File: src/rtl/root_network_interface.sv
// Host-side network interface on the quadtree root router's local port:
// credit-controlled TX injection, RX response buffering and layer-done counting.
module root_network_interface #(
  parameter int unsigned ROUTER_WIDTH = 32,
  parameter int unsigned CREDIT_NUM   = 4,
  parameter int unsigned TX_DEPTH     = 4,
  parameter int unsigned RX_DEPTH     = 4,
  parameter int unsigned NUM_PE       = 64,
  parameter logic [1:0]  TYPE_DONE    = 2'b11
) (
  input  logic                    clk,
  input  logic                    rst,
  input  logic                    cmd_valid,
  input  logic [ROUTER_WIDTH-1:0] cmd_data,
  output logic                    cmd_ready,
  output logic                    out_data_valid,
  output logic [ROUTER_WIDTH-1:0] out_data,
  input  logic                    downstream_credit,
  input  logic                    in_data_valid,
  input  logic [ROUTER_WIDTH-1:0] in_data,
  output logic                    upstream_credit,
  output logic                    rsp_valid,
  output logic [ROUTER_WIDTH-1:0] rsp_data,
  input  logic                    rsp_ready,
  output logic                    layer_done,
  output logic                    rx_overflow
);
  localparam int unsigned CW  = $clog2(CREDIT_NUM + 1);
  localparam int unsigned TPW = $clog2(TX_DEPTH);
  localparam int unsigned TCW = $clog2(TX_DEPTH + 1);
  localparam int unsigned RPW = $clog2(RX_DEPTH);
  localparam int unsigned RCW = $clog2(RX_DEPTH + 1);
  localparam int unsigned DW  = $clog2(NUM_PE + 1);

  logic [ROUTER_WIDTH-1:0] tx_mem_q [TX_DEPTH];
  logic [ROUTER_WIDTH-1:0] tx_mem_d [TX_DEPTH];
  logic [TPW-1:0]          tx_wr_q, tx_wr_d, tx_rd_q, tx_rd_d;
  logic [TCW-1:0]          tx_cnt_q, tx_cnt_d;
  logic [CW-1:0]           credit_cnt_q, credit_cnt_d;
  logic                    cmd_ready_q, cmd_ready_d;
  logic                    out_data_valid_q, out_data_valid_d;
  logic [ROUTER_WIDTH-1:0] out_data_q, out_data_d;
  logic                    tx_push, tx_pop;

  logic [ROUTER_WIDTH-1:0] rx_mem_q [RX_DEPTH];
  logic [ROUTER_WIDTH-1:0] rx_mem_d [RX_DEPTH];
  logic [RPW-1:0]          rx_wr_q, rx_wr_d, rx_rd_q, rx_rd_d;
  logic [RCW-1:0]          rx_cnt_q, rx_cnt_d;
  logic [DW-1:0]           done_cnt_q, done_cnt_d;
  logic                    upstream_credit_q, upstream_credit_d;
  logic                    layer_done_q, layer_done_d;
  logic                    rx_overflow_q, rx_overflow_d;
  logic                    rx_push, rx_pop, rx_full, is_done;

  // TX FIFO, credit accounting and injection register
  always_comb begin
    tx_push          = cmd_valid && cmd_ready_q;
    tx_pop           = (tx_cnt_q != '0) && (credit_cnt_q != '0);
    tx_mem_d         = tx_mem_q;
    tx_wr_d          = tx_wr_q;
    tx_rd_d          = tx_rd_q;
    tx_cnt_d         = tx_cnt_q + TCW'(tx_push) - TCW'(tx_pop);
    out_data_valid_d = tx_pop;
    out_data_d       = out_data_q;
    credit_cnt_d     = credit_cnt_q;
    if (tx_push) begin
      tx_mem_d[tx_wr_q] = cmd_data;
      tx_wr_d           = tx_wr_q + TPW'(1);
    end
    if (tx_pop) begin
      out_data_d = tx_mem_q[tx_rd_q];
      tx_rd_d    = tx_rd_q + TPW'(1);
    end
    cmd_ready_d = (tx_cnt_d != TCW'(TX_DEPTH));
    if (tx_pop && !downstream_credit) begin
      credit_cnt_d = credit_cnt_q - CW'(1);
    end else if (!tx_pop && downstream_credit && (credit_cnt_q != CW'(CREDIT_NUM))) begin
      credit_cnt_d = credit_cnt_q + CW'(1);
    end
  end

  // RX FIFO, credit return, overflow flag and DONE counting
  always_comb begin
    rx_pop            = (rx_cnt_q != '0) && rsp_ready;
    rx_full           = (rx_cnt_q == RCW'(RX_DEPTH));
    rx_push           = in_data_valid && (!rx_full || rx_pop);
    is_done           = (in_data[ROUTER_WIDTH-1 -: 2] == TYPE_DONE);
    rx_mem_d          = rx_mem_q;
    rx_wr_d           = rx_wr_q;
    rx_rd_d           = rx_rd_q;
    rx_cnt_d          = rx_cnt_q + RCW'(rx_push) - RCW'(rx_pop);
    upstream_credit_d = rx_pop;
    rx_overflow_d     = rx_overflow_q || (in_data_valid && !rx_push);
    done_cnt_d        = done_cnt_q;
    layer_done_d      = 1'b0;
    if (rx_push) begin
      rx_mem_d[rx_wr_q] = in_data;
      rx_wr_d           = rx_wr_q + RPW'(1);
    end
    if (rx_pop) begin
      rx_rd_d = rx_rd_q + RPW'(1);
    end
    if (rx_push && is_done) begin
      if (done_cnt_q == DW'(NUM_PE - 1)) begin
        done_cnt_d   = '0;
        layer_done_d = 1'b1;
      end else begin
        done_cnt_d = done_cnt_q + DW'(1);
      end
    end
  end

  always_ff @(posedge clk) begin
    if (rst) begin
      for (int unsigned i = 0; i < TX_DEPTH; i++) tx_mem_q[i] <= '0;
      for (int unsigned i = 0; i < RX_DEPTH; i++) rx_mem_q[i] <= '0;
      tx_wr_q           <= '0;
      tx_rd_q           <= '0;
      tx_cnt_q          <= '0;
      credit_cnt_q      <= CW'(CREDIT_NUM);
      cmd_ready_q       <= 1'b0;
      out_data_valid_q  <= 1'b0;
      out_data_q        <= '0;
      rx_wr_q           <= '0;
      rx_rd_q           <= '0;
      rx_cnt_q          <= '0;
      done_cnt_q        <= '0;
      upstream_credit_q <= 1'b0;
      layer_done_q      <= 1'b0;
      rx_overflow_q     <= 1'b0;
    end else begin
      tx_mem_q          <= tx_mem_d;
      rx_mem_q          <= rx_mem_d;
      tx_wr_q           <= tx_wr_d;
      tx_rd_q           <= tx_rd_d;
      tx_cnt_q          <= tx_cnt_d;
      credit_cnt_q      <= credit_cnt_d;
      cmd_ready_q       <= cmd_ready_d;
      out_data_valid_q  <= out_data_valid_d;
      out_data_q        <= out_data_d;
      rx_wr_q           <= rx_wr_d;
      rx_rd_q           <= rx_rd_d;
      rx_cnt_q          <= rx_cnt_d;
      done_cnt_q        <= done_cnt_d;
      upstream_credit_q <= upstream_credit_d;
      layer_done_q      <= layer_done_d;
      rx_overflow_q     <= rx_overflow_d;
    end
  end

  assign cmd_ready       = cmd_ready_q;
  assign out_data_valid  = out_data_valid_q;
  assign out_data        = out_data_q;
  assign upstream_credit = upstream_credit_q;
  assign layer_done      = layer_done_q;
  assign rx_overflow     = rx_overflow_q;
  // Head of the RX FIFO is presented straight from the storage flops
  assign rsp_valid       = (rx_cnt_q != '0);
  assign rsp_data        = rx_mem_q[rx_rd_q];

endmodule
File: config.mk
export PLATFORM = sky130hd
export DESIGN_NAME = root_network_interface
export DESIGN_NICKNAME = d
export VERILOG_FILES = /design/src/rtl/root_network_interface.sv
export SDC_FILE = /design/constraint.sdc
export NUM_CORES = 1
export LEC_CHECK = 0
export ABC_CLOCK_PERIOD_IN_PS = 3000
export BUFFER_PORTS_ARGS = -buffer_cell sky130_fd_sc_hd__buf_4
export CORE_MARGIN = 8
export CORE_UTILIZATION = 53
export CTS_BUF_LIST = sky130_fd_sc_hd__clkbuf_16
export CTS_CLUSTER_SIZE = 40
export DETAILED_ROUTE_END_ITERATION = 10
export PLACE_DENSITY = 0.83
export SLEW_MARGIN = 5
export SYNTH_ARGS = -nofsm -noshare
export SYNTH_HDL_FRONTEND = slang
export SYNTH_SLANG_ARGS = --single-unit
File: constraint.sdc
create_clock -name clk -period 3 [get_ports clk]
set_clock_uncertainty 0.1 [all_clocks]
set_input_delay 0.6 -clock clk [delete_from_list [all_inputs] [get_ports clk]]
set_output_delay 0.6 -clock clk [all_outputs]
set_load 0.05 [all_outputs]
Word level (Yosys, flattened, before mapping)
Index checks and enable logic that the tools add are counted.
{"block": "word_totals", "register_bits": 317, "input_bits": 70, "out_inout_bits": 70}
{"block": "classes", "n_addsub": 11, "order_cmp": 6, "n_eq_ne": 5, "muxes": 16, "bitwise_logic": 5, "reduce_logical": 22}
{"op": "bitwise mux 128 bit", "count": 2}
{"op": "2-to-1 mux 32 bit", "count": 6}
{"op": "binary-select mux 32 bit (select 2 bit)", "count": 2}
{"op": "demux 32 bit (select 2 bit)", "count": 2}
{"op": ">= comparator 3 bit, second input constant", "count": 4}
{"op": "inverter 2 -> 3 bit", "count": 4}
{"op": "logical AND 1 bit", "count": 11}
{"op": "nonzero test 3 bit", "count": 3}
{"op": "adder 2 x 1 -> 2 bit, second input constant", "count": 4}
{"op": "adder 7 x 1 -> 7 bit, second input constant", "count": 1}
{"op": "== test 7 x 6 -> 1 bit, second input constant", "count": 1}
{"op": "2-to-1 mux 7 bit", "count": 1}
{"op": "adder 3 x 1 -> 3 bit", "count": 2}
{"op": "< comparator 3 x 1 -> 1 bit, second input constant", "count": 2}
{"op": "2-to-1 mux 3 bit", "count": 2}
{"op": "inequality test 3 bit, second input constant", "count": 2}
{"op": "subtractor 3 x 1 -> 3 bit", "count": 2}
{"op": "logical NOT 1 bit", "count": 4}
{"op": "adder 3 x 1 -> 3 bit, second input constant", "count": 1}
{"op": "== test 3 bit, second input constant", "count": 1}
{"op": "subtractor 3 x 1 -> 3 bit, second input constant", "count": 1}
{"op": "== test 2 bit, second input constant", "count": 1}
{"op": "logical OR 1 bit", "count": 2}
{"op": "nonzero test 2 bit", "count": 1}
{"op": "3 further kinds", "count": 3}

Logic depth before layout (Yosys ltp)
{"block": "depth", "ltp_word": 7, "mapped_depth": 13}

Least setup slack after synthesis
OpenSTA, ideal clock, no wires.
{"block": "synth_timing", "path_kind": "reg2reg", "start": "register tx_cnt_q[1]", "end": "register cmd_ready_q (netlist: cmd_ready)", "setup_time_ns": 0.128, "arrival_ns": 2.601, "path_slack_ns": 0.172, "path_stages_with_launch": 14, "synth_period_minus_slack_ns": 2.828, "path_cell_list": "dfxtp_1 -> nor3_1 -> or2_2 -> buf_2 -> clkinv_1 -> buf_2 -> ha_1 -> inv_1 -> ha_1 -> fa_1 -> xnor2_1 -> xnor2_1 -> nor3_1 -> nor2_1"}
{"block": "synth_via", "elab_chain_cells": 4, "word_cells_on_any_way": 5, "cone_classes": "add/sub: 2; eq/ne: 1; reduce/logical: 2"}
{"element": "start, declared", "line_no": "38", "text": "logic [TCW-1:0] tx_cnt_q, tx_cnt_d;"}
{"element": "start signal, assigned", "line_no": "136", "text": "tx_cnt_q <= tx_cnt_d;"}
{"element": "nonzero test 3 bit", "line_no": "58", "text": "tx_pop = (tx_cnt_q != '0) && (credit_cnt_q != '0);"}
{"element": "logical AND 1 bit", "line_no": "58"}
{"element": "named net out_data_valid_d", "line_no": "41", "text": "logic out_data_valid_q, out_data_valid_d;"}
{"element": "subtractor 3 x 1 -> 3 bit", "line_no": "62", "text": "tx_cnt_d = tx_cnt_q + TCW'(tx_push) - TCW'(tx_pop);"}
{"element": "inequality test 3 bit", "line_no": "74", "text": "cmd_ready_d = (tx_cnt_d != TCW'(TX_DEPTH));"}
{"element": "end signal, assigned", "line_no": "138", "text": "cmd_ready_q <= cmd_ready_d;"}
{"element": "end, declared", "line_no": "40", "text": "logic cmd_ready_q, cmd_ready_d;"}
The timed path passes the listed nets, and every way through them passes these cells.
A chain may end at the register's enable or synchronous reset.

Worst setup path in the final report
{"block": "layout_timing", "start": "register rx_rd_q[0]", "end": "output rsp_data[30]"}
{"block": "layout_via", "elab_chain_cells": 4}
{"element": "start, declared", "line_no": "47", "text": "logic [RPW-1:0] rx_wr_q, rx_wr_d, rx_rd_q, rx_rd_d;"}
{"element": "start signal, assigned", "line_no": "142", "text": "rx_rd_q <= rx_rd_d;"}
{"element": "inverter 2 -> 3 bit (not written as such)", "line_no": "159", "text": "assign rsp_data = rx_mem_q[rx_rd_q];"}
{"element": "binary-select mux 32 bit (select 2 bit)", "line_no": "159"}
{"element": "2-to-1 mux 32 bit (not written as such) (2 in series)", "line_no": "159"}
{"element": "end, declared", "line_no": "23", "text": "output logic [ROUTER_WIDTH-1:0] rsp_data,"}
Every way passes these cells. The select of a mux whose other input is x is not followed.

==> impl_metrics.tcl <==
set metrics [dict create \
    status "finished clean" \
    hold_path_depth 3 \
    antenna_left 0 \
    die_h_um 172 \
    post_dp_cell_area_mm2 0.0141 \
    cts_made_buffers 31 \
    layout_min_cycle_time_ps 2700 \
    multiInputGateArea_mm2 0.00594 \
    routed_wirelength_mm 33.2 \
    routedWlPerCell_um 17.1 \
    finalSetupTns_ps 0 \
    postCtsResizedCells 0 \
    finalHoldViolCount 0 \
    worstRegToRegCells 12 \
    ys_seq_area_share_pct 49.2 \
    vias 10800 \
    grt_pass1_vias 10800 \
    post-cts-setup-buffers 0 \
    syn_nets 1591 \
    cts_tree "yes" \
    areaGrowthSynthToFinish_pct 16.8 \
    final.fill_count 2012 \
    grt_max_degree 116 \
    drive_above_1_share_pct 17.7 \
    die_w_um 172 \
    synth_top_area_cell "dfxtp_1" \
    post-dp-hpwl_mm 20.6 \
    routed_via_density 5.57 \
    hold_class "in2reg" \
    p_seq_share_pct 41.1 \
    htree_num_levels 1 \
    yosysMostFrequentCell "nand2_1" \
    synth_area_leaders "dfxtp_1 49%, nand2_1 17%, a21oi_1 11%" \
    ctsHoldBuffers 0 \
    ys_types 34 \
    fin_nets 1683 \
    drtIter0Drc 982 \
    syn-cell-area_mm2 0.0129 \
    internal-power_w 0.00781 \
    synthArstFlopShare_pct 0 \
    pin_count 140 \
    syn_area_per_cell_um2 8.56 \
    start_util_pct 53.5 \
    cp.required_ps 2300 \
    synth_cells 1505 \
    cp_max_fo 34 \
    grt_pass1_wl_mm 53.2 \
    synth_top_area_share_pct 49.2 \
    fin_crit_sh_pct 90.1 \
    pwr-share-comb_pct 28.1 \
    worstMarginPinSlew_ps 773 \
    clkSlewWorstSetupHoldPaths_ps 60 \
    clock_power_share_pct 30.8 \
    io_buffer_count 139 \
    ir_worst_vdd_mv 0.717 \
    p_sw_w 0.00392 \
    synth_ff_type "dfxtp_1" \
    final_design_area_no_fill_mm2 0.0151 \
    clock_sinks 317 \
    drv_cap 0 \
    p_sw_share_pct 33.4 \
    track_usage_pct 21.9 \
    yosys-top-cells-count "590 x nand2_1, 317 x dfxtp_1, 295 x a21oi_1, 75 x clkbuf_1, 64 x mux4_2" \
    p_per_area_mw_per_mm2 780 \
    r2r_slack_ps 490 \
    yosysWarnings 0 \
    slew_viol_final 0 \
    die_area_mm2 0.0296 \
    worstSkewPairLatency_ps 550 \
    cp_data_arrival_time_ps 2000 \
    max_freq_mhz 370 \
    synth_edf_count 0 \
    core_area_mm2 0.0241 \
    cp-start-kind "register" \
    drt_first_pass_iters 5 \
    critPathKind "reg2out" \
    regArea_mm2 0.00635 \
    maxSlewHeadroom_pct 48.5 \
    drc 0 \
    rsz0062_at_grt "false" \
    setup_viol 0 \
    end_kind "output port" \
    p_leak_nw 5.41 \
    antenna_found_initial 1 \
    row_count 57 \
    clock_path_buffers 3 \
    synth_seq_cells 317 \
    cts-root-buf "clkbuf_16" \
    gp_congestion 0.769 \
    grt.overflow.total 0 \
]
[path summary, 6_finish.rpt]
kind                                   start            to
worst max register to register   tx_cnt_q[1]     cmd_ready
worst min register to register  rx_mem_q[31]  rx_mem_q[31]
worst min-delay path            cmd_data[31]  tx_mem_q[95]
worst max-delay path              rx_rd_q[0]  rsp_data[30]
[cells by family after synthesis]
logic type,count (synthesis),share of synthesized area [%]
buffers and inverters,131,4.64
and+or+nand+nor,655,20.0
DFF,317,49.2
muxes,64,11.2
adders and majority gates,16,1.73
xor gates and xnor gates,17,1.16
AOI/OAI and AO/OA,305,12.0
[state kept, by name, indices dropped and copies added (netlist names)]
signal           flops
tx_rd_q              2
rx_mem_q           128
credit_cnt_q         3
done_cnt_q           7
tx_mem_q           128
tx_cnt_q             3
out_data_valid       1
layer_done           1
rx_wr_q              2
rx_rd_q              2
tx_wr_q              2
cmd_ready            1
upstream_credit      1
rx_cnt_q             3
rx_overflow          1
out_data            32
[routing by layer]
layer | up-vias | wire [µm] | global-route usage [%]
met4 | 0 | 615 | 6.63
met5 | - | 0 | 0
met1 | 5174 | 13400 | 26.8
li1 | 5190 | - | -
met3 | 49 | 2740 | 3.72
met2 | 415 | 16500 | 38.8
[area by class of cell]
| type | count | area share (%) |
|---|---|---|
| repair buffers | 176 | 9.07 |
| flip-flops and latches | 317 | 42.2 |
| diodes | 1 | 0.0166 |
| clock buffers | 31 | 5.15 |
| multi-input cells | 1057 | 39.5 |
| well taps | 324 | 2.69 |
| inverters | 14 | 0.349 |
| clock inverters | 24 | 1.04 |
[power by group through the flow]
| stage | Combinational [W] | Clock, W | Sequential, W |
|---|---|---|---|
| after floorplan | 0.00226 | 0 | 0.00500 |
| after global placement | 0.00323 | 0 | 0.00489 |
| after detailed placement | 0.00330 | 0 | 0.00491 |
| after CTS | 0.00332 | 0.00367 | 0.00482 |
| after global routing | 0.00357 | 0.00383 | 0.00487 |
| final | 0.00329 | 0.00361 | 0.00483 |
[cells in the final DEF, fill, tap and decap left out, types with 4 or more instances in the layout]
cell type / synthesis / routed
clkinv_1: 1 / 7
mux4_2: 64 / 64
buf_4: 0 / 172
inv_1: 13 / 24
nand3_2: 4 / 4
nor3_1: 5 / 5
ha_1: 13 / 13
clkbuf_16: 0 / 31
nor2_1: 20 / 20
and3_1: 10 / 10
or3_1: 4 / 4
nand2_1: 590 / 590
dfxtp_1: 317 / 315
xnor2_1: 14 / 14
nor2b_1: 4 / 4
a21oi_1: 295 / 295
nand3_1: 8 / 8
[per-stage QoR]
| stage | total power, W | std cells | hold WS, ps | util, % | setup WS [ps] |
|---|---|---|---|---|---|
| final | 0.0117 | 1944 | 210 | 62.4 | 297 |
| after global routing | 0.0123 | 1944 | 202 | 62.4 | 251 |
| after CTS | 0.0118 | 1943 | 187 | 62.4 | 274 |
| after detailed placement | 0.00821 | 1888 | 344 | 58.6 | 239 |
| after global placement | 0.00812 | 1888 | 335 | 58.6 | 242 |
| after floorplan | 0.00727 | 1505 | 323 | - | 172 |
[worst max-delay path, stage by stage, from the launching register on]
cell and delay [ps]:
dfxtp_2 340, buf_12 250, mux4_2 600, buf_4 220
Power figures use the tool's default switching activity.
